File: config.mk
export PLATFORM = sky130hd
export DESIGN_NAME = gpio_input_conditioner_flat
export DESIGN_NICKNAME = d
export VERILOG_FILES = /design/src/rtl/gpio_pkg.sv /design/src/rtl/gpio_input_conditioner_if.sv /design/src/rtl/gpio_debounce_cell.sv /design/src/rtl/gpio_input_conditioner.sv /design/src/flat_wrapper.sv
export SDC_FILE = /design/constraint.sdc
export NUM_CORES = 2
export LEC_CHECK = 0
export CAP_MARGIN = 20
export CORE_MARGIN = 3
export CORE_UTILIZATION = 40
export DETAILED_ROUTE_END_ITERATION = 16
export GPL_TIMING_DRIVEN = 0
export PLACE_DENSITY = 0.59
export SLEW_MARGIN = 40
export SYNTH_ARGS = -nofsm -noshare
export SYNTH_HDL_FRONTEND = slang
export SYNTH_HIERARCHICAL = 1
export SYNTH_SLANG_ARGS = --single-unit
File: constraint.sdc
create_clock -name sys_clk -period 27.1 [get_ports sys_clk]
set_input_delay 5.42 -clock sys_clk [delete_from_list [all_inputs] [get_ports sys_clk]]
set_output_delay 5.42 -clock sys_clk [all_outputs]
set_load 0.02 [all_outputs]
File: src/rtl/gpio_pkg.sv
// Shared GPIO package: default widths shared between gpio_controller and the input conditioner.
package gpio_pkg;

  localparam int unsigned NumGpioDefault   = 256;
  localparam int unsigned DebounceWDefault = 4;
  localparam int unsigned DivWDefault      = 16;

endpackage

File: src/rtl/gpio_input_conditioner_if.sv
// Bus bundle between the pad/config side and gpio_input_conditioner.
//   master: drives gpio_pad_in, debounce_en, debounce_threshold, sample_div;
//           receives gpio_in_data, gpio_rise, gpio_fall.
//   slave : the conditioner (mirror of master).
interface gpio_input_conditioner_if
  import gpio_pkg::*;
#(
  parameter int unsigned NUM_GPIO   = NumGpioDefault,
  parameter int unsigned DEBOUNCE_W = DebounceWDefault,
  parameter int unsigned DIV_W      = DivWDefault
);

  logic [NUM_GPIO-1:0]   gpio_pad_in;
  logic [NUM_GPIO-1:0]   debounce_en;
  logic [DEBOUNCE_W-1:0] debounce_threshold;
  logic [DIV_W-1:0]      sample_div;
  logic [NUM_GPIO-1:0]   gpio_in_data;
  logic [NUM_GPIO-1:0]   gpio_rise;
  logic [NUM_GPIO-1:0]   gpio_fall;

  modport master (
    output gpio_pad_in, debounce_en, debounce_threshold, sample_div,
    input  gpio_in_data, gpio_rise, gpio_fall
  );

  modport slave (
    input  gpio_pad_in, debounce_en, debounce_threshold, sample_div,
    output gpio_in_data, gpio_rise, gpio_fall
  );

endinterface

File: src/rtl/gpio_debounce_cell.sv
// One pin of the input conditioner: synchronizer chain, debounce level/counter, edge flops.
// Ports:
//   sys_clk, rst_n : clock, asynchronous active-low reset
//   pad_i          : raw asynchronous pad level
//   en_i           : debounce enable for this pin
//   tick_i         : shared prescaler sample tick
//   thr_m1_i       : effective threshold minus one (threshold 0 already mapped to 1)
//   lvl_o          : conditioned level
//   rise_o, fall_o : one-cycle edge pulses (only when GPIO_IN_EDGE_DETECT_EN is defined)
module gpio_debounce_cell
  import gpio_pkg::*;
#(
  parameter int unsigned SYNC_STAGES = 2,
  parameter int unsigned DEBOUNCE_W  = DebounceWDefault
) (
  input  logic                  sys_clk,
  input  logic                  rst_n,
  input  logic                  pad_i,
  input  logic                  en_i,
  input  logic                  tick_i,
  input  logic [DEBOUNCE_W-1:0] thr_m1_i,
  output logic                  lvl_o,
  output logic                  rise_o,
  output logic                  fall_o
);

  logic [SYNC_STAGES-1:0] sync_q, sync_d;
  logic                   sync;
  logic                   lvl_q, lvl_d;
  logic [DEBOUNCE_W-1:0]  dcnt_q, dcnt_d;

  assign sync = sync_q[SYNC_STAGES-1];

  always_comb begin
    sync_d = {sync_q[SYNC_STAGES-2:0], pad_i};
    lvl_d  = lvl_q;
    dcnt_d = dcnt_q;
    if (!en_i) begin
      // Bypass: follow the synchronizer, keep the counter cleared.
      lvl_d  = sync;
      dcnt_d = '0;
    end else if (tick_i) begin
      if (sync == lvl_q) begin
        dcnt_d = '0;
      end else if (dcnt_q >= thr_m1_i) begin
        // >= so a lowered threshold takes effect on the next mismatching tick.
        lvl_d  = sync;
        dcnt_d = '0;
      end else begin
        dcnt_d = dcnt_q + DEBOUNCE_W'(1);
      end
    end
  end

  always_ff @(posedge sys_clk or negedge rst_n) begin
    if (!rst_n) begin
      sync_q <= '0;
      lvl_q  <= 1'b0;
      dcnt_q <= '0;
    end else begin
      sync_q <= sync_d;
      lvl_q  <= lvl_d;
      dcnt_q <= dcnt_d;
    end
  end

  assign lvl_o = lvl_q;

`ifdef GPIO_IN_EDGE_DETECT_EN
  logic rise_q, fall_q;

  always_ff @(posedge sys_clk or negedge rst_n) begin
    if (!rst_n) begin
      rise_q <= 1'b0;
      fall_q <= 1'b0;
    end else begin
      rise_q <= lvl_d & ~lvl_q;
      fall_q <= ~lvl_d & lvl_q;
    end
  end

  assign rise_o = rise_q;
  assign fall_o = fall_q;
`else
  assign rise_o = 1'b0;
  assign fall_o = 1'b0;
`endif

endmodule

File: src/rtl/gpio_input_conditioner.sv
// GPIO input conditioner: synchronizes raw pads into sys_clk, optionally debounces each pin,
// drives gpio_in_data for gpio_controller and (optionally) rise/fall event pulses.
// Ports:
//   sys_clk : the only clock
//   rst_n   : asynchronous active-low reset
//   gpio_io : slave modport carrying pad levels, debounce config, conditioned data and edges
// Build option: define GPIO_IN_EDGE_DETECT_EN to generate gpio_rise/gpio_fall; otherwise both
// are constant 0. The interface instance must use the same NUM_GPIO/DEBOUNCE_W/DIV_W values.
module gpio_input_conditioner
  import gpio_pkg::*;
#(
  parameter int unsigned NUM_GPIO    = NumGpioDefault,
  parameter int unsigned SYNC_STAGES = 2,
  parameter int unsigned DEBOUNCE_W  = DebounceWDefault,
  parameter int unsigned DIV_W       = DivWDefault
) (
  input  logic                       sys_clk,
  input  logic                       rst_n,
  gpio_input_conditioner_if.slave    gpio_io
);

  logic [DIV_W-1:0]      div_cnt_q, div_cnt_d;
  logic                  tick;
  logic [DEBOUNCE_W-1:0] thr_m1;
  logic [NUM_GPIO-1:0]   lvl_vec, rise_vec, fall_vec;

  // >= lets a lowered divisor take effect within one cycle.
  always_comb begin
    tick      = (div_cnt_q >= gpio_io.sample_div);
    div_cnt_d = tick ? '0 : div_cnt_q + DIV_W'(1);
  end

  // Threshold 0 behaves as 1, so the compare value is max(thr,1)-1.
  always_comb begin
    thr_m1 = '0;
    if (gpio_io.debounce_threshold != '0) begin
      thr_m1 = gpio_io.debounce_threshold - DEBOUNCE_W'(1);
    end
  end

  always_ff @(posedge sys_clk or negedge rst_n) begin
    if (!rst_n) begin
      div_cnt_q <= '0;
    end else begin
      div_cnt_q <= div_cnt_d;
    end
  end

  for (genvar g = 0; g < NUM_GPIO; g++) begin : g_pin
    gpio_debounce_cell #(
      .SYNC_STAGES (SYNC_STAGES),
      .DEBOUNCE_W  (DEBOUNCE_W)
    ) u_cell (
      .sys_clk  (sys_clk),
      .rst_n    (rst_n),
      .pad_i    (gpio_io.gpio_pad_in[g]),
      .en_i     (gpio_io.debounce_en[g]),
      .tick_i   (tick),
      .thr_m1_i (thr_m1),
      .lvl_o    (lvl_vec[g]),
      .rise_o   (rise_vec[g]),
      .fall_o   (fall_vec[g])
    );
  end

  assign gpio_io.gpio_in_data = lvl_vec;
  assign gpio_io.gpio_rise    = rise_vec;
  assign gpio_io.gpio_fall    = fall_vec;

endmodule

File: src/flat_wrapper.sv
// flat-port wrapper written by rule: the top's interface ports become plain ports
module gpio_input_conditioner_flat import gpio_pkg::*;
#(
  parameter int unsigned NUM_GPIO    = NumGpioDefault,
  parameter int unsigned SYNC_STAGES = 2,
  parameter int unsigned DEBOUNCE_W  = DebounceWDefault,
  parameter int unsigned DIV_W       = DivWDefault
)
  (sys_clk, rst_n, gpio_io_gpio_pad_in, gpio_io_debounce_en, gpio_io_debounce_threshold, gpio_io_sample_div, gpio_io_gpio_in_data, gpio_io_gpio_rise, gpio_io_gpio_fall);
  gpio_input_conditioner_if #(.NUM_GPIO(NUM_GPIO), .DEBOUNCE_W(DEBOUNCE_W), .DIV_W(DIV_W)) gpio_io_i ();
  input  logic sys_clk;
  input  logic rst_n;
  input wire logic [$bits(gpio_io_i.gpio_pad_in)-1:0] gpio_io_gpio_pad_in;
  input wire logic [$bits(gpio_io_i.debounce_en)-1:0] gpio_io_debounce_en;
  input wire logic [$bits(gpio_io_i.debounce_threshold)-1:0] gpio_io_debounce_threshold;
  input wire logic [$bits(gpio_io_i.sample_div)-1:0] gpio_io_sample_div;
  output wire logic [$bits(gpio_io_i.gpio_in_data)-1:0] gpio_io_gpio_in_data;
  output wire logic [$bits(gpio_io_i.gpio_rise)-1:0] gpio_io_gpio_rise;
  output wire logic [$bits(gpio_io_i.gpio_fall)-1:0] gpio_io_gpio_fall;
  assign gpio_io_i.gpio_pad_in = gpio_io_gpio_pad_in;
  assign gpio_io_i.debounce_en = gpio_io_debounce_en;
  assign gpio_io_i.debounce_threshold = gpio_io_debounce_threshold;
  assign gpio_io_i.sample_div = gpio_io_sample_div;
  assign gpio_io_gpio_in_data = gpio_io_i.gpio_in_data;
  assign gpio_io_gpio_rise = gpio_io_i.gpio_rise;
  assign gpio_io_gpio_fall = gpio_io_i.gpio_fall;
  gpio_input_conditioner #(.NUM_GPIO(NUM_GPIO), .SYNC_STAGES(SYNC_STAGES), .DEBOUNCE_W(DEBOUNCE_W), .DIV_W(DIV_W)) u_core (.sys_clk(sys_clk), .rst_n(rst_n), .gpio_io(gpio_io_i));
endmodule
==> Implementation_results.wiki <==
{| class="wikitable"
! Metric !! Value
|-
| Run status || finished, final reports clean
|-
| Insertion delay of the later-clocked pin in the worst-skew pair || 0.87 ns
|-
| Worst setup slack after placement || 16.90 ns
|-
| Category of cells accounting for the largest share of critical-path delay || buffers and inverters
|-
| TritonCTS clock tree || built
|-
| Slew headroom || 53.0%
|-
| Worst hold path startpoint || u_core/g_pin[205].u_cell/sync_q[0]$_DFF_PN0_
|-
| Final #Nets || 15,100
|-
| Global-route usage over all layers || 18.5%
|-
| Setup tns final || 0 ns
|-
| Internal power contribution || 0.00552 W
|-
| Synthesized area per cell || 9.89 µm²
|-
| Number of enable-type register cells in the synthesized netlist || 0
|-
| Total die area || 301,000 µm²
|-
| Async set-or-reset flop fraction in the synthesized netlist || 100%
|-
| Number of library cell types mapped by synthesis || 37
|-
| Buffers from clock root to sink, at most || 4
|-
| Final hold viol count || 0
|-
| Dominant cells by area after synthesis || sky130_fd_sc_hd__dfrtp_1 38%, sky130_fd_sc_hd__ha_1 14%, sky130_fd_sc_hd__nand2_1 5.7%
|-
| Area of the mapped netlist || 118,000 µm²
|-
| Chip height || 549 µm
|-
| Synth Register Bits || 1,808
|-
| Antenna violations before repair || 104
|-
| Hold Crit Class || flip-flop to flip-flop
|-
| Setup violations, final || 0
|-
| Number of global-route vias before repair || 83,200
|-
| Critical path class || input port to flip-flop
|-
| Number of warnings reported in the yosys synthesis log || 6
|-
| Initial Utilization || 40.4%
|-
| Longest individual stage delay on the worst path || 0.57 ns
|-
| Layout cell share with drive strength beyond 1 || 16.9%
|-
| Worst slew pin tran || 0.705 ns
|-
| Count of routing violations after the opening detailed-route iteration || 4,023
|-
| Hold-fix buffers at CTS || 0
|-
| Tmin final || 9.29 ns
|-
| Clock Tree Root || sky130_fd_sc_hd__clkbuf_16
|-
| Post-detail-place hpwl || 216 mm
|-
| Total instance count after detailed placement || 17,000
|-
| Leak || 68.2 nW
|-
| Avg Vias per Cell || 4.85
|-
| Clock transition time at the flip-flop clock pins of the worst setup and hold paths || 0.06 ns
|-
| Number of filler instances in the final layout || 27,100
|-
| Worst reg-to-reg setup slack || 22.46 ns
|-
| Share of power burned in the clock network || 37.9%
|-
| I/O pin count || 1,302
|-
| Tightest hold margin || 0.324 ns
|-
| GRT overflow || 0
|-
| Endpoint of the worst-slack reg-to-reg timing path || u_core/g_pin[17].u_cell/lvl_o$_DFFE_PN0P_
|-
| CTS buffer count || 217
|-
| Portion of total power attributed to combinational logic || 22.6%
|-
| Final Core Density || 48.5%
|-
| Clock H-tree levels || 4
|-
| Top fanout value on the critical path || 40
|-
| Layout Skew || 0.0369 ns
|-
| Post-Synthesis Cells || 11,900
|-
| DRC violation count after routing || 0
|-
| Post-synthesis sequential area ratio || 38.4%
|-
| Switching share of total power || 30.1%
|-
| Net switching power figure || 0.00238 W
|-
| Critical Path AT || 10.02 ns
|-
| Post-route fraction of the period consumed by the critical path || 34.3%
|-
| Sequential share of power || 39.5%
|-
| Nature of the critical path endpoint || flip-flop
|-
| Post-DRT Antenna Nets || 0
|-
| Flip-flop cell with the highest count after synthesis || sky130_fd_sc_hd__dfrtp_1
|-
| Most frequent cell on the critical path || sky130_fd_sc_hd__buf_12
|-
| Post-cts resize count || 0
|-
| WL per Instance || 16.3 µm
|-
| Count of clock tree sinks || 1,808
|-
| RD Place Congestion || 0.824
|-
| Worst min-delay path endpoint || u_core/g_pin[205].u_cell/sync_q[1]$_DFF_PN0_
|-
| Die width || 549 µm
|-
| Row count || 198
|-
| Max-capacitance violation count || 0
|-
| Worst IR drop on VDD || 0.0521 mV
|-
| Pwr/cell area || 55.8 nW/µm²
|-
| Port buffer count || 789
|-
| Maximum number of pins on one net before global-route repair || 105
|-
| Share of Yosys cell area claimed by the top area cell type || 38.4%
|-
| Top library cells by usage in the layout, fill and taps aside || 1,808 x sky130_fd_sc_hd__dfrtp_1, 1,801 x sky130_fd_sc_hd__nand2_1, 1,299 x sky130_fd_sc_hd__inv_1
|-
| Worst r2r path cells || 13
|-
| Vias post-DR || 84,400
|-
| Number of buffer and inverter instances along the worst setup path || 7
|-
| Yosys top cell by area || sky130_fd_sc_hd__dfrtp_1
|-
| Hold depth || 0
|-
| Unrepaired setup endpoints after global routing || no
|-
| Fin cells || 17,400
|-
| Reg2reg start || u_core/div_cnt_q[11]$_DFF_PN0_
|-
| Setup repair bufs after CTS || 0
|-
| Worst setup SP type || input port
|-
| Series of cell instances along the critical path || clkdlybuf4s50_1, inv_1, ha_1, nand4_2, or4_4, o32ai_4, or2_4, buf_12, buf_12, buf_12, buf_12, buf_12, nand2b_1, nand2_1, mux2_4
|-
| First-pass GRT wire length || 454 mm
|-
| Highest achievable clock rate || 0.108 GHz
|-
| Number of slew-limit violations in the final report || 0
|-
| Total wire length || 284 mm
|-
| Critical-path cell with the highest stage delay || sky130_fd_sc_hd__or4_4
|-
| WP data required || 27.82 ns
|-
| Post-layout worst setup margin || 17.81 ns
|-
| Leading cell type in the layout, fill and taps excluded || sky130_fd_sc_hd__dfrtp_1
|-
| Detailed-routing iteration count for the pre-antenna-repair pass || 5
|-
| Floorplan core area || 292,000 µm²
|-
| Area Growth Syn to Fin || 20.1%
|}
[metrics by stage]
step	total power (W)	area, µm²
final	0.00790	142000
after global routing	0.00835	142000
after CTS	0.00804	142000
after detailed placement	0.00496	134000
after global placement	0.00520	132000
after floorplan	0.00439	119000
[cell usage after synthesis (all sizes together), types with 2 or more instances]
| cell type | n |
|---|---|
| o21ai | 772 |
| xnor2 | 11 |
| inv | 1299 |
| o311ai | 256 |
| and3 | 258 |
| nor2 | 5 |
| nand4 | 5 |
| nor4 | 4 |
| o21a | 2 |
| mux2 | 256 |
| nand3 | 519 |
| nor3 | 277 |
| nor3b | 256 |
| o211ai | 512 |
| nand2b | 513 |
| dfrtp | 1808 |
| xor2 | 259 |
| buf | 514 |
| nor2b | 512 |
| nand2 | 1802 |
| nand3b | 256 |
| ha | 1297 |
| a21oi | 261 |
| conb | 256 |
[logic make-up after synthesis]
| family | count (synthesis) | share of synthesized area [%] |
|---|---|---|
| AOI/OAI and AO/OA | 1807 | 12.3 |
| xor gates and xnor gates | 270 | 2.01 |
| adders and majority gates | 1297 | 13.8 |
| buffers and inverters | 1814 | 7.42 |
| DFF | 1808 | 38.4 |
| muxes | 256 | 3.26 |
| other | 256 | 0.815 |
| and+or+nand+nor | 4409 | 22.0 |
[registers in the layout, summed over array words and instances, names as in the netlist]
signal                      count
u_core/div_cnt_q               16
u_core/g_pin.u_cell/lvl_o     256
u_core/g_pin.u_cell/dcnt_q   1024
u_core/g_pin.u_cell/sync_q    512
[power groups by stage]
stage | Clock [W] | Combinational (W) | Sequential (W)
after floorplan | 0 | 0.00119 | 0.00320
after global placement | 0 | 0.00201 | 0.00319
after detailed placement | 0 | 0.00180 | 0.00316
after CTS | 0.00311 | 0.00181 | 0.00312
after global routing | 0.00321 | 0.00200 | 0.00315
final | 0.00299 | 0.00179 | 0.00312
[layout make-up]
cell class,instances,area [µm²],area share (%)
sequential,1808,45200,31.9
clock inverter,60,729,0.515
tap,3900,4880,3.45
multi-input combinational,8551,64900,45.8
inverter,1299,4880,3.44
antenna,38,95.1,0.0671
clock buffer,333,6590,4.65
buffer,515,3870,2.73
timing repair buffer,904,10500,7.38
[metal layers]
metal  share of wire (%)  vias to the layer above  global-route usage (%)
met4                 2.8                       50                    5.35
li1                    -                    42700                       -
met5                0.13                        -                       0
met1                  45                    39800                    24.4
met3                 5.4                      492                    3.97
met2                  46                     1379                    30.5
[how the worst max path moves through the flow]
stage | startpoint | end | slack, ns | cells after the start
2_1_floorplan | gpio_io_debounce_threshold[1] | u_core/g_pin[0].u_cell/lvl_o$_DFFE_PN0P_ | 7.11 | 9
3_3_place_gp | rst_n | u_core/g_pin[147].u_cell/sync_q[0]$_DFF_PN0_ | -66.83 | 1
3_5_place_dp | gpio_io_sample_div[12] | u_core/g_pin[17].u_cell/lvl_o$_DFFE_PN0P_ | 16.90 | 15
4_1_cts | gpio_io_sample_div[12] | u_core/g_pin[17].u_cell/lvl_o$_DFFE_PN0P_ | 17.85 | 15
5_1_grt | gpio_io_sample_div[14] | u_core/g_pin[17].u_cell/lvl_o$_DFFE_PN0P_ | 17.59 | 15
6_report | gpio_io_sample_div[12] | u_core/g_pin[17].u_cell/lvl_o$_DFFE_PN0P_ | 17.81 | 15
Note: power is estimated with default switching activity, not from simulation.
